`src/rtl/fetch_pkg.sv`:
```
// Shared fetch/decode types and constants for the multicycle RV32I core.
package fetch_pkg;

   typedef enum logic [1:0] {
      S_REQ  = 2'd0,
      S_WAIT = 2'd1,
      S_HOLD = 2'd2
   } fetch_state_t;

   localparam int ERR_MISALIGN = 0;
   localparam int ERR_TIMEOUT  = 1;
   localparam int ERR_ILLEGAL  = 2;
   localparam int ERR_SPURIOUS = 3;

   localparam logic [31:0] NOP_INSTR = 32'h0000_0013;

   localparam logic [6:0] OPC_LUI      = 7'h37;
   localparam logic [6:0] OPC_AUIPC    = 7'h17;
   localparam logic [6:0] OPC_JAL      = 7'h6f;
   localparam logic [6:0] OPC_JALR     = 7'h67;
   localparam logic [6:0] OPC_BRANCH   = 7'h63;
   localparam logic [6:0] OPC_LOAD     = 7'h03;
   localparam logic [6:0] OPC_STORE    = 7'h23;
   localparam logic [6:0] OPC_OP_IMM   = 7'h13;
   localparam logic [6:0] OPC_OP       = 7'h33;
   localparam logic [6:0] OPC_MISC_MEM = 7'h0f;
   localparam logic [6:0] OPC_SYSTEM   = 7'h73;

   function automatic logic is_rv32i_opcode(input logic [6:0] opc);
      case (opc)
         OPC_LUI, OPC_AUIPC, OPC_JAL, OPC_JALR, OPC_BRANCH, OPC_LOAD,
         OPC_STORE, OPC_OP_IMM, OPC_OP, OPC_MISC_MEM, OPC_SYSTEM: return 1'b1;
         default: return 1'b0;
      endcase
   endfunction

endpackage

```
`src/rtl/riscv_field_decode.sv`:
```
// Pure combinational slicing of an RV32I instruction word into its fields.
module riscv_field_decode (
   input  logic [31:0] ir,
   output logic [6:0]  opcode,
   output logic [2:0]  funct3,
   output logic [6:0]  funct7,
   output logic [4:0]  rs1,
   output logic [4:0]  rs2,
   output logic [4:0]  rd
);

   assign opcode = ir[6:0];
   assign rd     = ir[11:7];
   assign funct3 = ir[14:12];
   assign rs1    = ir[19:15];
   assign rs2    = ir[24:20];
   assign funct7 = ir[31:25];

endmodule

```
`src/rtl/fetch_unit_v1.sv`:
```
// Instruction fetch FSM: PC, imem request/response, IR and decode handshake.
// Optional FETCH_PERF_CNT_EN adds saturating fetch/squash performance counters.
module fetch_unit_v1
   import fetch_pkg::*;
#(
   parameter int          XLEN           = 32,
   parameter logic [XLEN-1:0] RESET_PC   = '0,
   parameter int          TIMEOUT_CYCLES = 255
) (
   input  logic            clk,
   input  logic            rst,
   output logic            imem_req_valid,
   input  logic            imem_req_ready,
   output logic [XLEN-1:0] imem_req_addr,
   input  logic            imem_rsp_valid,
   input  logic [31:0]     imem_rsp_data,
   input  logic            pc_load_en,
   input  logic [XLEN-1:0] pc_load_value,
   output logic            dec_valid,
   input  logic            dec_ready,
   output logic [XLEN-1:0] dec_pc,
   output logic [31:0]     dec_instr,
   output logic [6:0]      opcode,
   output logic [2:0]      funct3,
   output logic [6:0]      funct7,
   output logic [4:0]      rs1,
   output logic [4:0]      rs2,
   output logic [4:0]      rd,
   output logic [1:0]      fetch_state_vector,
   output logic [7:0]      fetch_error_vector
`ifdef FETCH_PERF_CNT_EN
   ,
   output logic [31:0]     perf_fetch_count,
   output logic [31:0]     perf_squash_count
`endif
);

   localparam int TW = $clog2(TIMEOUT_CYCLES + 1);

   fetch_state_t    state;
   logic [XLEN-1:0] pc;
   logic [31:0]     ir;
   logic            squash;
   logic [3:0]      err;
   logic [TW-1:0]   tcnt;

   wire req_hs = (state == S_REQ) && imem_req_valid && imem_req_ready;
   // A response is dropped if a redirect is pending or arrives with it.
   wire rsp_drop = (state == S_WAIT) && imem_rsp_valid && (squash || pc_load_en);

   always_ff @(posedge clk) begin
      if (rst) begin
         state          <= S_REQ;
         pc             <= RESET_PC;
         ir             <= NOP_INSTR;
         dec_pc         <= RESET_PC;
         dec_valid      <= 1'b0;
         imem_req_valid <= 1'b0;
         squash         <= 1'b0;
         err            <= '0;
         tcnt           <= '0;
      end else begin
         if (imem_rsp_valid && state != S_WAIT) err[ERR_SPURIOUS] <= 1'b1;
         if (pc_load_en) begin
            pc <= {pc_load_value[XLEN-1:2], 2'b00};
            if (pc_load_value[1:0] != 2'b00) err[ERR_MISALIGN] <= 1'b1;
         end
         case (state)
            S_REQ: begin
               imem_req_valid <= 1'b1;
               if (req_hs) begin
                  state          <= S_WAIT;
                  imem_req_valid <= 1'b0;
                  tcnt           <= '0;
                  squash         <= pc_load_en;
               end
            end
            S_WAIT: begin
               if (tcnt != TW'(TIMEOUT_CYCLES)) tcnt <= tcnt + 1'b1;
               else err[ERR_TIMEOUT] <= 1'b1;
               if (rsp_drop) begin
                  squash         <= 1'b0;
                  state          <= S_REQ;
                  imem_req_valid <= 1'b1;
               end else if (imem_rsp_valid) begin
                  ir        <= imem_rsp_data;
                  dec_pc    <= pc;
                  dec_valid <= 1'b1;
                  state     <= S_HOLD;
                  if (imem_rsp_data[1:0] != 2'b11) err[ERR_ILLEGAL] <= 1'b1;
               end else if (pc_load_en) begin
                  squash <= 1'b1;
               end
            end
            S_HOLD: begin
               if (pc_load_en || dec_ready) begin
                  if (!pc_load_en) pc <= pc + XLEN'(4);
                  dec_valid      <= 1'b0;
                  imem_req_valid <= 1'b1;
                  state          <= S_REQ;
               end
            end
            default: begin
               state          <= S_REQ;
               dec_valid      <= 1'b0;
               imem_req_valid <= 1'b1;
               squash         <= 1'b0;
            end
         endcase
      end
   end

`ifdef FETCH_PERF_CNT_EN
   always_ff @(posedge clk) begin
      if (rst) begin
         perf_fetch_count  <= '0;
         perf_squash_count <= '0;
      end else begin
         if (dec_valid && dec_ready && !pc_load_en && perf_fetch_count != '1)
            perf_fetch_count <= perf_fetch_count + 1'b1;
         if (rsp_drop && perf_squash_count != '1)
            perf_squash_count <= perf_squash_count + 1'b1;
      end
   end
`endif

   assign imem_req_addr      = pc;
   assign dec_instr          = ir;
   assign fetch_state_vector = state;
   assign fetch_error_vector = {4'b0000, err};

   riscv_field_decode u_dec (
      .ir     (ir),
      .opcode (opcode),
      .funct3 (funct3),
      .funct7 (funct7),
      .rs1    (rs1),
      .rs2    (rs2),
      .rd     (rd)
   );

endmodule

```
`config.mk`:
```
export PLATFORM = sky130hd
export DESIGN_NAME = fetch_unit_v1
export DESIGN_NICKNAME = d
export VERILOG_FILES = /design/src/rtl/fetch_pkg.sv /design/src/rtl/riscv_field_decode.sv /design/src/rtl/fetch_unit_v1.sv
export SDC_FILE = /design/constraint.sdc
export NUM_CORES = 1
export LEC_CHECK = 0
export BUFFER_PORTS_ARGS = -buffer_cell sky130_fd_sc_hd__buf_2
export CORE_MARGIN = 4
export CORE_UTILIZATION = 30
export CTS_BUF_LIST = sky130_fd_sc_hd__clkbuf_4
export CTS_CLUSTER_DIAMETER = 200
export DETAILED_ROUTE_END_ITERATION = 16
export GPL_TIMING_DRIVEN = 0
export MAX_ROUTING_LAYER = met4
export PLACE_DENSITY = 0.61
export SYNTH_ARGS = -nofsm -noshare
export SYNTH_HDL_FRONTEND = slang
export SYNTH_HIERARCHICAL = 1
export SYNTH_SLANG_ARGS = --single-unit
```
`constraint.sdc`:
```
create_clock -name clk -period 2.4 [get_ports clk]
set_input_delay 0.48 -clock clk [delete_from_list [all_inputs] [get_ports clk]]
set_output_delay 0.48 -clock clk [all_outputs]
set_load 0.02 [all_outputs]
```
# Yosys cells after proc, flatten, opt, wreduce, memory -nomap -nowiden
# Cells that the tools add are included.
[word_totals]
out_inout_bits = 140
wordCells = 76
register_bits = 113
inputBits = 70
[classes]
add_sub_neg = 2
bitwise = 4
n_reduce_logical = 19
mux = 25
n_eq_ne = 14
[ops]
columns = ["op", "count"]
rows = [
  ["32-bit 2-to-1 mux", 4],
  ["32-bit by 3-bit adder with 32-bit output, second input constant", 1],
  ["8-bit 2-to-1 mux", 2],
  ["8-bit case mux with 2 select lines", 1],
  ["2-bit inequality test, second input constant", 6],
  ["4-bit AND reduction", 3],
  ["1-bit 2-to-1 mux", 10],
  ["3-bit inequality test, second input constant", 3],
  ["1-bit case mux with 3 select lines", 3],
  ["3-bit AND reduction", 3],
  ["8-bit by 1-bit adder with 8-bit output, second input constant", 1],
  ["2-bit 2-to-1 mux", 4],
  ["8-bit inequality test, second input constant", 1],
  ["2-bit case mux with 3 select lines", 1],
  ["2-bit AND reduction", 3],
  ["1-bit logical AND", 5],
  ["2-bit by 1-bit inequality test with 1-bit output, second input constant", 2],
  ["1-bit inverter", 4],
  ["2-bit nonzero test", 2],
  ["2-bit by 1-bit == test with 1-bit output, second input constant", 1],
  ["2-bit == test, second input constant", 1],
  ["2-bit zero test", 1],
  ["1-bit logical OR", 2],
]

# Depth between registers and ports, before layout
[logic_depth]
depth_word = 5
ltp_mapped = 7
depth_no_buf = 5

# Modules after synthesis
# Netlist, hierarchy kept.
[by_module_without_submodules]
columns = ["module", "cells_each", "area_per_inst_um2", "n_inst", "seq_area_each_um2"]
rows = [
  ["fetch_unit_v1", 637, 5096.1, 1, 2262.2],
  ["riscv_field_decode", 32, 240.2, 1, 0.0],
]

# Worst setup path before layout
# OpenSTA, ideal clock, no wires.
[synth_timing]
path_type = "reg-to-reg"
startpoint = "register pc[3], in the netlist imem_req_addr[3]"
endpoint = "register pc[20], in the netlist imem_req_addr[20]"
setup_ns = 0.091
n_path_buf = 0
required_ns = 2.309
setup_slack_ns = 0.485
path_stages_with_launch = 6
synth_period_minus_slack_ns = 1.915
arrival_ns = 1.824
cell_sequence = "dfxtp_1 -> ha_1 -> and4_1 -> nand2_1 -> or4_1 -> a311oi_1"
[synth_between]
elab_chain_len = 4
[synth_rtl]
columns = ["element", "line", "source"]
rows = [
  ["from (decl)", "fetch_unit_v1.sv:41", "logic [XLEN-1:0] pc;"],
  ["from (signal assigned)", "fetch_unit_v1.sv:65", "pc <= {pc_load_value[XLEN-1:2], 2'b00};"],
  ["from (signal assigned)", "fetch_unit_v1.sv:97", "if (!pc_load_en) pc <= pc + XLEN'(4);"],
  ["32-bit by 3-bit adder with 32-bit output", "fetch_unit_v1.sv:97", ""],
  ["32-bit 2-to-1 mux", "fetch_unit_v1.sv:97", ""],
  ["32-bit 2-to-1 mux", "fetch_unit_v1.sv:96", "if (pc_load_en || dec_ready) begin"],
  ["32-bit 2-to-1 mux", "fetch_unit_v1.sv:68", "case (state)"],
]
# No other way between the ends.
# A chain may end at the register's enable or synchronous reset.

# Worst setup path after layout
# Ends and elaborated chain as after synthesis.

==> run summary <==
Status: complete, no violations
Area of the multi-input gates: 2520 sq um
Post-synth top area share: 0.424
Starting Density: 0.307
Synth top area cells: dfxtp_1, nand2_1, a21oi_1, buf_4, nor2_1
Switching Share: 0.293
Highest clock rate: 0.451 GHz
Fin Hold WS: 0.156 ns
Critical path class: reg -> reg
Layout cells sized above 1: 0.335
Die H: 141 um
Rows: 48
Clock-pin slew on the worst setup and hold paths: 0.12 ns
Number of register bits inferred by synthesis: 113
Hold path cells: 3
Flop-to-flop setup slack: 0.18 ns
Hold Startpoint: imem_rsp_data[8]
Relative slew margins: 0.476
Drt total wl: 18000 um
Worst-margin pin slew: 0.786 ns
CTS Root Buffer Type: clkbuf_4
Initial detailed-routing violation count: 406
Internal: 0.00284 W
Syn Inst Count: 669
Top_reg_cell synth: dfxtp_1
Min cycle time layout: 2.22 ns
Final-report hold violation count: 0
Syn. warnings: 6
Post-CTS sizing: 0
Cell area after synthesis: 5340 sq um
Worst-path cell chain: ha_1 > and4_1 > nand2_1 > or4_1 > a311oi_1
Sequential Area: 2260 sq um
Drt via density: 4.86
Total GRT Usage: 0.183
Clock Sinks: 113
Max Slew Vio Count: 0
Crit. End Element: register
Max stage delay on crit path: 0.57 ns
Die ar.: 20000 sq um
CTS Buf Count: 17
Sequential-to-total area share from yosys stat: 0.424
Initial antenna violation count: 3
Ys async rst share: 0
Logic pwr share: 0.120
CTS H-tree depth: 4
Bufs on Longest Clock Path: 2
DRT antenna net count: 0
Post-CTS setup buffers: 0
DIE WIDTH: 141 um
Fill count: 1831
# DRC: 0
P_leak: 3.02 nW
Latest clock arrival within the worst-skew pair: 0.54 ns
Final worst slack: 0.182 ns
Hold buffer count at CTS: 0
Reported net switching power: 0.00118 W
Core ar.: 17400 sq um
Post-synth EDFFs: 0
Worst setup SP type: register
Syn avg cell area: 7.98 sq um
Avg WL per Cell: 15.9 um
Worst EP required: 2.85 ns
Worst Path Arrival: 2.67 ns
Crit-path max FO: 9
First-pass GRT wire length: 28100 um
Detailed-route via count: 5517
R2R Path Start: imem_req_addr[3]$_SDFF_PP0_
Cell taking the most area after synthesis: dfxtp_1
Drt pass-1 iters: 5
Post-DP HPWL: 13500 um
Hold EP: dec_instr[8]$_SDFFE_PP0P_
Pwr dens: 577 nW/um^2
Synth cell types: 59
Total negative setup slack: 0 ns
GRT Residual Overflow: 0
Crit path from: imem_req_addr[3]$_SDFF_PP0_
Max VDD drop: 0.000301 V
Seq pwr share: 0.497
FF-to-FF path depth: 5
Final Net Count: 966
Unrepaired setup endpoints after global routing: no
Most frequent cells in the layout: buf_2, nand2_1, dfxtp_1, a21oi_1, buf_4
Final setup vio count: 0
Largest net degree at the start of global routing: 17
Max-cap viol count: 0
Commonest non-fill, non-tap cell in the layout: buf_2
Hold crit path type: in -> reg
Gpl congestion: 0.851
IO Port Bufs: 203
CTS tree: done
Clock Skews: 0.0153 ns
Vias in the first global route: 5117
Io pins: 210
Pre-CTS setup slack: -0.0894 ns
Area growth from synthesis to layout: 30.5%
Clk pwr share: 0.383
Worst path slowest cell: dfxtp_1
Final Cycle Share: 0.924
RR Endpoint: imem_req_addr[20]$_SDFF_PP0_
[worst max path at each step]
stage          cells past startpoint  slack (ns)                            to
2_1_floorplan                      5        0.49  imem_req_addr[20]$_SDFF_PP0_
3_3_place_gp                       7       -0.09        dec_pc[0]$_SDFFE_PP0P_
3_5_place_dp                       7       -0.09        dec_pc[4]$_SDFFE_PP0P_
4_1_cts                            6        0.21        dec_pc[4]$_SDFFE_PP0P_
5_1_grt                            6        0.05       dec_pc[29]$_SDFFE_PP0P_
6_report                           5        0.18  imem_req_addr[20]$_SDFF_PP0_
[routing by layer]
layer	GRT usage	wire [um]
met2	0.288	8510
met5	-	0
met1	0.230	7900
met3	0.0472	1270
met4	0.0611	355
[synthesized netlist by cell type, drive strengths merged, types with 7 or more instances]
| library cell | instances |
|---|---|
| inv | 7 |
| a31oi | 7 |
| nand3 | 23 |
| nor4 | 11 |
| dfxtp | 113 |
| a21oi | 79 |
| and2 | 8 |
| o21ai | 13 |
| nand4 | 15 |
| a211oi | 11 |
| nand2 | 157 |
| buf | 55 |
| xnor2 | 7 |
| or4 | 8 |
| nor2 | 35 |
| clkbuf | 30 |
| or3 | 9 |
| a311oi | 9 |
[through the flow]
| step | instance area, sq um | power, W | utilization | cells |
|---|---|---|---|---|
| after floorplan | 5350 | 0.00231 | - | 672 |
| after global placement | 6650 | 0.00252 | 0.383 | 1100 |
| after detailed placement | 6650 | 0.00252 | 0.383 | 1100 |
| after CTS | 6960 | 0.00407 | 0.401 | 1132 |
| after global routing | 6960 | 0.00422 | 0.401 | 1135 |
| final | 6960 | 0.00402 | 0.401 | 1135 |
[kinds of logic (layout without fill, tap and decap cells)]
kind of cell,after synthesis,after routing,share of synthesized area
mux,3,3,0.00586
fa+ha+maj,2,2,0.00469
simple gates,300,300,0.272
buf+inv,92,327,0.106
compound gates,146,146,0.167
flops,113,113,0.424
xor+xnor,12,12,0.0197
other cells,1,7,0.000703
[registers in the layout, indices dropped and copies added, names as in the netlist]
signal              count
tcnt                    8
dec_pc                 32
dec_valid               1
squash                  1
imem_req_valid          1
imem_req_addr          32
err                     4
fetch_state_vector      2
dec_instr              32
[power by group through the flow]
| stage | Clock (W) | Sequential [W] | Combinational (W) |
|---|---|---|---|
| 6_report | 0.00154 | 0.00200 | 0.000482 |
| 5_1_grt | 0.00168 | 0.00201 | 0.000526 |
| 2_1_floorplan | 0 | 0.00208 | 0.000231 |
| 3_3_place_gp | 0 | 0.00204 | 0.000481 |
| 4_1_cts | 0.00159 | 0.00200 | 0.000484 |
| 3_5_place_dp | 0 | 0.00204 | 0.000482 |
[final cells by class]
| type | count | area share |
|---|---|---|
| Clock buffer | 17 | 0.0183 |
| Multi-Input combinational cell | 467 | 0.362 |
| Clock inverter | 15 | 0.0262 |
| Tap cell | 225 | 0.0404 |
| Buffer | 85 | 0.0774 |
| Timing Repair Buffer | 203 | 0.146 |
| Sequential cell | 113 | 0.325 |
| Antenna cell | 3 | 0.00108 |
| Inverter | 7 | 0.00377 |
[worst max-delay path: cells and delay by family (launching register included)]
kind | cells | cell delay, ns
AO/OA/AOI/OAI | 1 | 0.25
adder cells (fa/ha/maj) | 1 | 0.28
AND/OR/NAND/NOR | 3 | 1.02
flip-flops | 1 | 0.57
Power figures use the tool's default switching activity.
